--- src/rtl/spi_reg_slave_if.sv ---
// SPI pin bundle (sclk/ss/mosi/miso) shared by an SPI master and spi_reg_slave.
interface spi_reg_slave_if;
    logic sclk_s;
    logic ss;
    logic mosi;
    logic miso;

    modport master (output sclk_s, output ss, output mosi, input miso);
    modport slave  (input sclk_s, input ss, input mosi, output miso);
endinterface

--- src/rtl/spi_reg_slave.sv ---
// SPI mode-0 register-bank responder, all pins oversampled in clk_s.
// Define SPI_REG_AUTOINC_EN for burst access with address auto-increment.
module spi_reg_slave #(
    parameter int DATA_WIDTH = 8,
    parameter int ADDR_WIDTH = 4
) (
    input  logic                  clk_s,
    input  logic                  rst_n,
    spi_reg_slave_if.slave        spi,
    output logic                  wr_strobe,
    output logic [ADDR_WIDTH-1:0] wr_addr,
    output logic [DATA_WIDTH-1:0] wr_data,
    input  logic [ADDR_WIDTH-1:0] loc_addr,
    output logic [DATA_WIDTH-1:0] loc_data,
    output logic                  frame_err
);
    localparam int unsigned NUM_REGS = 1 << ADDR_WIDTH;

    typedef enum logic [1:0] {ST_IDLE, ST_CMD, ST_DATA, ST_DONE} state_e;

    logic sclk_meta_q, sclk_sync_q, sclk_dly_q;
    logic ss_meta_q, ss_sync_q, ss_dly_q;
    logic mosi_meta_q, mosi_sync_q;
    logic sclk_rise_d, sclk_rise_q, sclk_fall_d, sclk_fall_q;
    logic ss_rise_d, ss_rise_q, ss_fall_d, ss_fall_q;

    state_e                state_q, state_d, st_cur;
    logic [2:0]            cnt_q, cnt_d, cnt_cur;
    logic [DATA_WIDTH-1:0] rx_q, rx_d, rx_next;
    logic [DATA_WIDTH-1:0] tx_q, tx_d;
    logic                  rw_q, rw_d;
    logic [ADDR_WIDTH-1:0] addr_q, addr_d, cmd_addr;
    logic                  miso_q, miso_d;
    logic                  wr_strobe_q, wr_strobe_d;
    logic [ADDR_WIDTH-1:0] wr_addr_q, wr_addr_d;
    logic [DATA_WIDTH-1:0] wr_data_q, wr_data_d;
    logic                  frame_err_q, frame_err_d;
    logic [DATA_WIDTH-1:0] bank_q [NUM_REGS];
    logic [DATA_WIDTH-1:0] bank_d [NUM_REGS];
`ifdef SPI_REG_AUTOINC_EN
    logic [ADDR_WIDTH-1:0] addr_inc;
    assign addr_inc = addr_q + 1'b1;
`endif

    // ss syncs reset low so a select held low across reset release never looks like a frame start.
    always_ff @(posedge clk_s or negedge rst_n) begin
        if (!rst_n) begin
            sclk_meta_q <= 1'b0;
            sclk_sync_q <= 1'b0;
            sclk_dly_q  <= 1'b0;
            ss_meta_q   <= 1'b0;
            ss_sync_q   <= 1'b0;
            ss_dly_q    <= 1'b0;
            mosi_meta_q <= 1'b0;
            mosi_sync_q <= 1'b0;
            sclk_rise_q <= 1'b0;
            sclk_fall_q <= 1'b0;
            ss_rise_q   <= 1'b0;
            ss_fall_q   <= 1'b0;
        end else begin
            sclk_meta_q <= spi.sclk_s;
            sclk_sync_q <= sclk_meta_q;
            sclk_dly_q  <= sclk_sync_q;
            ss_meta_q   <= spi.ss;
            ss_sync_q   <= ss_meta_q;
            ss_dly_q    <= ss_sync_q;
            mosi_meta_q <= spi.mosi;
            mosi_sync_q <= mosi_meta_q;
            sclk_rise_q <= sclk_rise_d;
            sclk_fall_q <= sclk_fall_d;
            ss_rise_q   <= ss_rise_d;
            ss_fall_q   <= ss_fall_d;
        end
    end

    always_comb begin
        sclk_rise_d = sclk_sync_q & ~sclk_dly_q;
        sclk_fall_d = ~sclk_sync_q & sclk_dly_q;
        ss_rise_d   = ss_sync_q & ~ss_dly_q;
        ss_fall_d   = ~ss_sync_q & ss_dly_q;
    end

    // An ss fall is applied before any same-cycle sclk rise, so that rise becomes bit 0.
    always_comb begin
        rx_next     = {rx_q[DATA_WIDTH-2:0], mosi_sync_q};
        cmd_addr    = rx_next[ADDR_WIDTH-1:0];
        st_cur      = ss_fall_q ? ST_CMD : state_q;
        cnt_cur     = ss_fall_q ? '0 : cnt_q;
        state_d     = st_cur;
        cnt_d       = cnt_cur;
        rx_d        = rx_q;
        tx_d        = tx_q;
        rw_d        = rw_q;
        addr_d      = addr_q;
        miso_d      = miso_q;
        wr_strobe_d = 1'b0;
        wr_addr_d   = wr_addr_q;
        wr_data_d   = wr_data_q;
        frame_err_d = 1'b0;
        case (st_cur)
            ST_IDLE: miso_d = 1'b0;
            ST_CMD: begin
                if (sclk_rise_q) begin
                    rx_d  = rx_next;
                    cnt_d = cnt_cur + 3'd1;
                    if (cnt_cur == 3'd7) begin
                        rw_d    = rx_next[DATA_WIDTH-1];
                        addr_d  = cmd_addr;
                        state_d = ST_DATA;
                        if (rx_next[DATA_WIDTH-1]) tx_d = bank_q[cmd_addr];
                    end
                end
            end
            ST_DATA: begin
                if (sclk_rise_q) begin
                    rx_d  = rx_next;
                    cnt_d = cnt_cur + 3'd1;
                    if (cnt_cur == 3'd7) begin
                        if (!rw_q) begin
                            wr_strobe_d = 1'b1;
                            wr_addr_d   = addr_q;
                            wr_data_d   = rx_next;
                        end
`ifdef SPI_REG_AUTOINC_EN
                        addr_d = addr_inc;
                        if (rw_q) tx_d = bank_q[addr_inc];
`else
                        state_d = ST_DONE;
`endif
                    end
                end else if (sclk_fall_q && rw_q) begin
                    miso_d = tx_q[DATA_WIDTH-1];
                    tx_d   = {tx_q[DATA_WIDTH-2:0], 1'b0};
                end
            end
            ST_DONE: miso_d = 1'b0;
            default: state_d = ST_IDLE;
        endcase
        if (ss_rise_q) begin
            state_d     = ST_IDLE;
            miso_d      = 1'b0;
            frame_err_d = ((state_q == ST_CMD) || (state_q == ST_DATA)) && (cnt_q != '0);
        end
    end

    // Bank update lags wr_strobe by one cycle so loc_data changes the cycle after the strobe.
    always_comb begin
        bank_d = bank_q;
        if (wr_strobe_q) bank_d[wr_addr_q] = wr_data_q;
    end

    always_ff @(posedge clk_s or negedge rst_n) begin
        if (!rst_n) begin
            state_q     <= ST_IDLE;
            cnt_q       <= '0;
            rx_q        <= '0;
            tx_q        <= '0;
            rw_q        <= 1'b0;
            addr_q      <= '0;
            miso_q      <= 1'b0;
            wr_strobe_q <= 1'b0;
            wr_addr_q   <= '0;
            wr_data_q   <= '0;
            frame_err_q <= 1'b0;
            for (int unsigned i = 0; i < NUM_REGS; i++) bank_q[i] <= '0;
        end else begin
            state_q     <= state_d;
            cnt_q       <= cnt_d;
            rx_q        <= rx_d;
            tx_q        <= tx_d;
            rw_q        <= rw_d;
            addr_q      <= addr_d;
            miso_q      <= miso_d;
            wr_strobe_q <= wr_strobe_d;
            wr_addr_q   <= wr_addr_d;
            wr_data_q   <= wr_data_d;
            frame_err_q <= frame_err_d;
            bank_q      <= bank_d;
        end
    end

    assign spi.miso  = miso_q;
    assign wr_strobe = wr_strobe_q;
    assign wr_addr   = wr_addr_q;
    assign wr_data   = wr_data_q;
    assign frame_err = frame_err_q;
    assign loc_data  = bank_q[loc_addr];
endmodule

--- src/flat_wrapper.sv ---
// flat-port wrapper written by rule: the top's interface ports become plain ports
module spi_reg_slave_flat 
#(
    parameter int DATA_WIDTH = 8,
    parameter int ADDR_WIDTH = 4
)
  (clk_s, rst_n, wr_strobe, wr_addr, wr_data, loc_addr, loc_data, frame_err, spi_sclk_s, spi_ss, spi_mosi, spi_miso);
  spi_reg_slave_if spi_i ();
  input  logic clk_s;
  input  logic rst_n;
  output logic wr_strobe;
  output logic [ADDR_WIDTH-1:0] wr_addr;
  output logic [DATA_WIDTH-1:0] wr_data;
  input  logic [ADDR_WIDTH-1:0] loc_addr;
  output logic [DATA_WIDTH-1:0] loc_data;
  output logic frame_err;
  input wire logic [$bits(spi_i.sclk_s)-1:0] spi_sclk_s;
  input wire logic [$bits(spi_i.ss)-1:0] spi_ss;
  input wire logic [$bits(spi_i.mosi)-1:0] spi_mosi;
  output wire logic [$bits(spi_i.miso)-1:0] spi_miso;
  assign spi_i.sclk_s = spi_sclk_s;
  assign spi_i.ss = spi_ss;
  assign spi_i.mosi = spi_mosi;
  assign spi_miso = spi_i.miso;
  spi_reg_slave #(.DATA_WIDTH(DATA_WIDTH), .ADDR_WIDTH(ADDR_WIDTH)) u_core (.clk_s(clk_s), .rst_n(rst_n), .spi(spi_i), .wr_strobe(wr_strobe), .wr_addr(wr_addr), .wr_data(wr_data), .loc_addr(loc_addr), .loc_data(loc_data), .frame_err(frame_err));
endmodule
--- config.mk ---
export PLATFORM = sky130hd
export DESIGN_NAME = spi_reg_slave_flat
export DESIGN_NICKNAME = d
export VERILOG_FILES = /design/src/rtl/spi_reg_slave_if.sv /design/src/rtl/spi_reg_slave.sv /design/src/flat_wrapper.sv
export SDC_FILE = /design/constraint.sdc
export NUM_CORES = 1
export LEC_CHECK = 0
export CAP_MARGIN = 25
export CORE_ASPECT_RATIO = 1.1
export CORE_MARGIN = 3
export CORE_UTILIZATION = 55
export DETAILED_ROUTE_END_ITERATION = 10
export GPL_TIMING_DRIVEN = 0
export HOLD_SLACK_MARGIN = 0.02
export PLACE_DENSITY = 0.81
export SLEW_MARGIN = 15
export SYNTH_ARGS = -nofsm -noshare
export SYNTH_HDL_FRONTEND = slang
export SYNTH_SLANG_ARGS = --single-unit
--- constraint.sdc ---
create_clock -name clk_s -period 3 [get_ports clk_s]
set_input_delay 0.9 -clock clk_s [delete_from_list [all_inputs] [get_ports clk_s]]
set_output_delay 0.9 -clock clk_s [all_outputs]
set_load 0.03 [all_outputs]
Yosys cells after proc, flatten, opt, wreduce, memory -nomap -nowiden
Index checks and enable logic that the tools add are counted.
{"block": "op_classes", "bitwise": 12, "mul": 0, "muxes": 34, "n_addsub": 1, "n_lt_le_gt_ge": 4, "reduce_logical": 15, "shift": 0, "eq_ne": 13, "n_div": 0}
{"cell": "128-bit bitwise mux", "n": 1}
{"cell": "8-bit two-way mux", "n": 10}
{"cell": "8-bit binary-select mux with 4-bit select", "n": 2}
{"cell": "8-bit demux with 4-bit select", "n": 1}
{"cell": "8-bit case mux with 2 select lines", "n": 1}
{"cell": "5-bit greater-or-equal comparator, second input constant", "n": 3}
{"cell": "4-bit NOT with 5-bit output", "n": 3}
{"cell": "2-bit two-way mux", "n": 6}
{"cell": "3-bit two-way mux", "n": 3}
{"cell": "1-bit two-way mux", "n": 8}
{"cell": "2-bit by 1-bit inequality test with 1-bit output, second input constant", "n": 4}
{"cell": "2-bit equality test, second input constant", "n": 3}
{"cell": "3-bit AND reduction", "n": 2}
{"cell": "6-bit AND reduction", "n": 1}
{"cell": "3-bit nonzero test", "n": 2}
{"cell": "5-bit by 1-bit < comparator with 1-bit output, second input constant", "n": 1}
{"cell": "1-bit NOT", "n": 5}
{"cell": "1-bit bitwise AND", "n": 4}
{"cell": "2-bit by 1-bit equality test with 1-bit output, second input constant", "n": 2}
{"cell": "2-bit case mux with 2 select lines", "n": 1}
{"cell": "4-bit AND reduction", "n": 1}
{"cell": "2-bit OR reduction", "n": 2}
{"cell": "3-bit by 1-bit adder with 3-bit output, second input constant", "n": 1}
{"cell": "3-bit equality test, second input constant", "n": 1}
{"cell": "other kinds (9)", "n": 11}
{"block": "totals", "regBits": 180, "mem_bits_ro": 0, "mem_count": 0, "ramBits": 0, "in_bits": 9, "output_inout_bits": 23, "word_cells": 118, "latchBits": 0}

Depth between registers and ports, before layout
Gate-level depths: netlist of the first run.
{"block": "depth", "word_depth": 8, "mapped_depth": 8, "depth_no_buf": 7}

Worst setup path after synthesis of the first run
OpenSTA, ideal clock, no wires.
{"block": "synth_path", "path_kind": "input -> output", "startpoint": "input port loc_addr[0]", "endpoint": "output port loc_data[0]", "arrival_time_ps": 2254, "cell_stages": 4, "path_buffers": 2, "required_ps": 2100, "setup_slack_ps": -154, "cell_sequence": "buf_6 -> buf_6 -> mux4_1 -> mux4_2"}
{"block": "synth_via", "elab_chain_len": 4}
{"element": "start: declaration", "line": "flat_wrapper.sv:14", "rtl": "input logic [ADDR_WIDTH-1:0] loc_addr;"}
{"element": "4-bit NOT with 5-bit output (not written as such)", "line": "spi_reg_slave.sv:187", "rtl": "assign loc_data = bank_q[loc_addr];"}
{"element": "8-bit binary-select mux with 4-bit select", "line": "spi_reg_slave.sv:187"}
{"element": "8-bit two-way mux (not written as such) (2 in a row)", "line": "spi_reg_slave.sv:187"}
{"element": "end: declaration", "line": "flat_wrapper.sv:15", "rtl": "output logic [DATA_WIDTH-1:0] loc_data;"}
No other way between the ends. The select of a mux whose other input is x is not followed.

Worst setup path after layout of the first run
{"block": "layout_path", "startpoint": "input port loc_addr[0]", "endpoint": "output port loc_data[7]"}
The elaborated chain is that of the path after synthesis.

==> summary.md, run 1 <==
The flow ran to the end, but the final reports show violations. The final reports fail on setup timing. Entering global routing, the biggest net connects 97 pins.

Along the worst path, the maximum fanout reaches 8. The run gives 5,875 as the detailed-route via count. Global routing consumed, on the met1 layer, 31.9% of the routing resources.

The wire length after detailed routing came out at 22,700 µm. The min-delay analysis places its worst path in the category register to register. The run gives 4 as the depth of the CTS H-tree. The global routing's busiest layer was met2.

The initial antenna violation count came out at 0. The mapped netlist covers 9110 µm². The element type at the critical path start was an input port. Clock skew on the completed layout was measured at 0.00838 ns. The number of nets with antenna violations after routing is 0, and the post-detailed-placement half-perimeter wirelength is 15,800 µm. The area growth from synthesis to layout was 12.9%; the number of max-slew violations in the final report was 0. TritonCTS built the clock tree. The run gives 636 as the post-synthesis instance total.

The post-route DRC violation count was 0; the number of hold violations in the final report was 0. For the worst setup path, the data required time is 2.10 ns. The number of warnings issued by yosys came out at 0.

Global routing used 26.4% of the available tracks. The multi-input gate area in the final layout is 4200 µm², and the residual overflow from global routing is 0. The tightest hold path in the finished design has a slack of 0.355 ns. The number of nets handed over by synthesis was 650. The run gives 702 as the final-stage net count. In the routed layout, each cell is associated on average with a via count of 6.52. By startpoint and endpoint, the worst setup path is classified as input port to output port.

STA classifies the critical path endpoint as an output port. The logs give 36,000 µm for the global-route wire length before repair and 8 for the final-report setup violation count. The category of cells accounting for the largest share of critical-path delay was multiplexers. The most used flip-flop cell after synthesis is sky130_fd_sc_hd__dfrtp_1. The buffers inserted during post-CTS setup optimization is 0, and the time the final worst path needs with I/O delays and setup is 3.33 ns. For the worst setup path, the data arrival time is 2.43 ns. The total chip power is 5.30 mW, and the number of buffers and inverters on the critical path is 3. VDD sags by at most 0.538 mV.

The die is 141 µm tall. Number of global-route vias before repair: 6,341. From left edge to right edge, the die measures 129 µm. The number of maximum-capacitance constraint violations was 0; the number of enable-type register cells in the synthesized netlist was 0. The clock buffer count from CTS is 17. The register clock-pin slew on the reported worst setup and hold paths is 0.06 ns.

For the floorplan die area, the log shows 18,100 µm². The met3 routing resource usage after global routing is 8.41%. The congestion estimate from routability-driven global placement came to 0.887. After synthesis, the share of flip-flops with an asynchronous set or reset is 100%.

For this design, the slowest cell found on the critical path is sky130_fd_sc_hd__mux4_2. The flop-to-flop setup slack was 0.54 ns; the standard-cell row count was 48. The analysis attributes to cell leakage a power of 4.77 nW. In this run the clock root is driven by a sky130_fd_sc_hd__clkbuf_16. Traced cell by cell, the critical path runs through buf_16 -> buf_12 -> mux4_2 -> mux4_2 -> buf_6. The largest stage delay on the critical path works out to 0.54 ns.

The initial utilization of the core area, before any placement, comes to 57.0%. Maximum count of clock buffers along a single path: 2. Clock latency on the worst-skew pair, taken at its later pin, is 0.43 ns. 32 I/O pins were placed. The number of antenna diodes in the final layout is 0. Of the available clock period, the critical path in the final layout requires 111%. Counting tap cells, the placed design contains a total of 865 instances.

Fill cells in the final layout number 1,145. The pre-antenna-repair detailed-routing pass consisted of 5 iterations. Headroom to the max-slew limit came out at 37.8%. Leaving out filler cells and counting taps, the final layout contains 901.

The area of the placeable core was 16,000 µm²; the share of layout cells above drive strength 1 was 39.5%. Global routing used 43.4% of the available met2 tracks. The run gives 0 as the number of buffers added to fix hold violations after cts.

Setup repair after global routing could not meet its margin everywhere. After synthesis, the netlist uses 40 different library cells. After the first detailed-routing iteration, the DRC count stood at 477. Static timing analysis puts the maximum clock frequency at 0.300 GHz. The post-placement worst setup slack is -1.26 ns, and the sequential share of the synthesized area is 49.5%. Across the whole layout, storage elements account for 4500 µm². After synthesis, the mean cell area works out to 14.3 µm². Among the stages of the critical path, the cell type that occurs most often is sky130_fd_sc_hd__mux4_2.

In this run, synthesis produced a sequential element count of 180. After detailed routing, the average wire length per cell comes to 25.2 µm. The clock drives 180 sinks. In this run the power density over the cells is 516 nW/µm².

At the pin with the least slew margin, the transition time is 0.929 ns. The total of buffers placed on input and output ports is 28, and the slack of the critical path is -0.335 ns.
cells in the mapped netlist, drive strengths merged (6+ instances only):
library cell | number | area (µm²)
dfrtp | 180 | 4500
mux2 | 141 | 1590
nand2 | 75 | 282
mux4 | 59 | 1450
mux2i | 30 | 300
clkbuf | 22 | 123
buf | 21 | 148
nor2 | 15 | 63.8
nor2b | 13 | 81.3
nand3 | 12 | 60.1
a21oi | 8 | 40.0
nor3 | 8 | 65.1
a22oi | 7 | 52.6
a311oi | 6 | 52.6
nand2b | 6 | 37.5
nor4b | 6 | 52.6
worst reg2reg max path, stage by stage, from the launching register on:
cell and delay, ns:
sky130_fd_sc_hd__dfrtp_1 0.43, sky130_fd_sc_hd__nor2b_1 0.22, sky130_fd_sc_hd__ha_1 0.19, sky130_fd_sc_hd__ha_1 0.20
sky130_fd_sc_hd__nand3_1 0.30, sky130_fd_sc_hd__nor3_1 0.75, sky130_fd_sc_hd__a311oi_1 0.22
what timing repair did:
action                                  4_1_cts  5_1_grt
cloned                                        4        0
pin swaps                                     0        0
gates resized for setup                      69        0
endpoints found under the setup margin        8        8
hold endpoints to repair                      0        0
through the flow:
| stage | utilization (%) | TNS, ns | area, µm² |
|---|---|---|---|
| floorplan | - | -0.780 | 9020 |
| finish | 64.3 | -2.34 | 10300 |
| detailed placement | 60.0 | -9.67 | 9580 |
| global placement | 59.8 | -1056.85 | 9550 |
| CTS | 64.3 | -2.26 | 10300 |
| global route | 64.3 | -2.45 | 10300 |
where the power goes:
group	switching [mW]	internal, mW	total, mW
sequential	0.0416	2.48	2.52
combinational	0.396	0.233	0.630
clock	0.976	1.18	2.15
placed cells by master, fill, tap and decap left out, drive strengths merged, types with 2 or more instances in the layout:
| cell | n |
|---|---|
| a21oi | 8 |
| a22oi | 7 |
| a311oi | 6 |
| buf | 35 |
| clkbuf | 41 |
| clkdlybuf4s50 | 18 |
| clkinv | 8 |
| dfrtp | 180 |
| ha | 5 |
| inv | 9 |
| mux2 | 141 |
| mux2i | 30 |
| mux4 | 59 |
| nand2 | 75 |
| nand2b | 6 |
| nand3 | 12 |
| nand4 | 2 |
| nor2 | 15 |
| nor2b | 13 |
| nor3 | 8 |
| nor4b | 6 |
| o21ai | 4 |
logic make-up (layout without fill, tap and decap cells):
family                     Yosys count  count (layout)  synth area share [%]
buffers and inverters               48             113                  3.17
muxes                              230             230                  36.6
DFF                                180             180                  49.5
xor gates and xnor gates             2               2                 0.192
and+or+nand+nor                    141             141                  7.50
adders and majority gates            5               5                 0.687
AOI/OAI and AO/OA                   30              30                  2.35
final cells by class:
type	count	area share, %
inverter	5	0.183
tap	200	2.43
clock buffer	18	4.27
buffer	43	3.13
clock inverter	14	1.25
timing repair buffer	33	4.03
multi-input combinational	408	40.9
sequential	180	43.8
registers in the layout, summed over array words and instances (netlist names), 2 cells and up:
name and cells:
u_core.bank_q 128, u_core.wr_addr 4, u_core.cnt_q 3, u_core.tx_q 8
u_core.wr_data 8, u_core.rx_q 7, u_core.state_q 2, u_core.addr_q 4
path summary, 6_finish.rpt:
path                                       startpoint                              to  cells past startpoint
setup / recovery                          loc_addr[0]                     loc_data[7]                      5
hold / removal             u_core.ss_meta_q$_DFF_PN0_      u_core.ss_sync_q$_DFF_PN0_                      0
setup reg to reg           u_core.ss_fall_q$_DFF_PN0_      u_core.tx_q[6]$_DFFE_PN0P_                      6
hold reg to reg            u_core.ss_meta_q$_DFF_PN0_      u_core.ss_sync_q$_DFF_PN0_                      0
max in group asynchronous                       rst_n   u_core.bank_q[49]$_DFFE_PN0P_                      2
min in group asynchronous                       rst_n  u_core.bank_q[112]$_DFFE_PN0P_                      1
routing by layer:
layer | up-vias | wire [µm]
met1 | 3064 | 8370
met2 | 276 | 11600
met3 | 68 | 1830
met4 | 0 | 973
li1 | 2467 | -
met5 | - | 0
Note: power is estimated with default switching activity, not from simulation.
==> inputs of run 2 (changes only) <==
CTS_CLUSTER_DIAMETER = 50   (was unset)
==> results of run 2 <==
Final layout, timing and power as in run 1 (identical DEF).
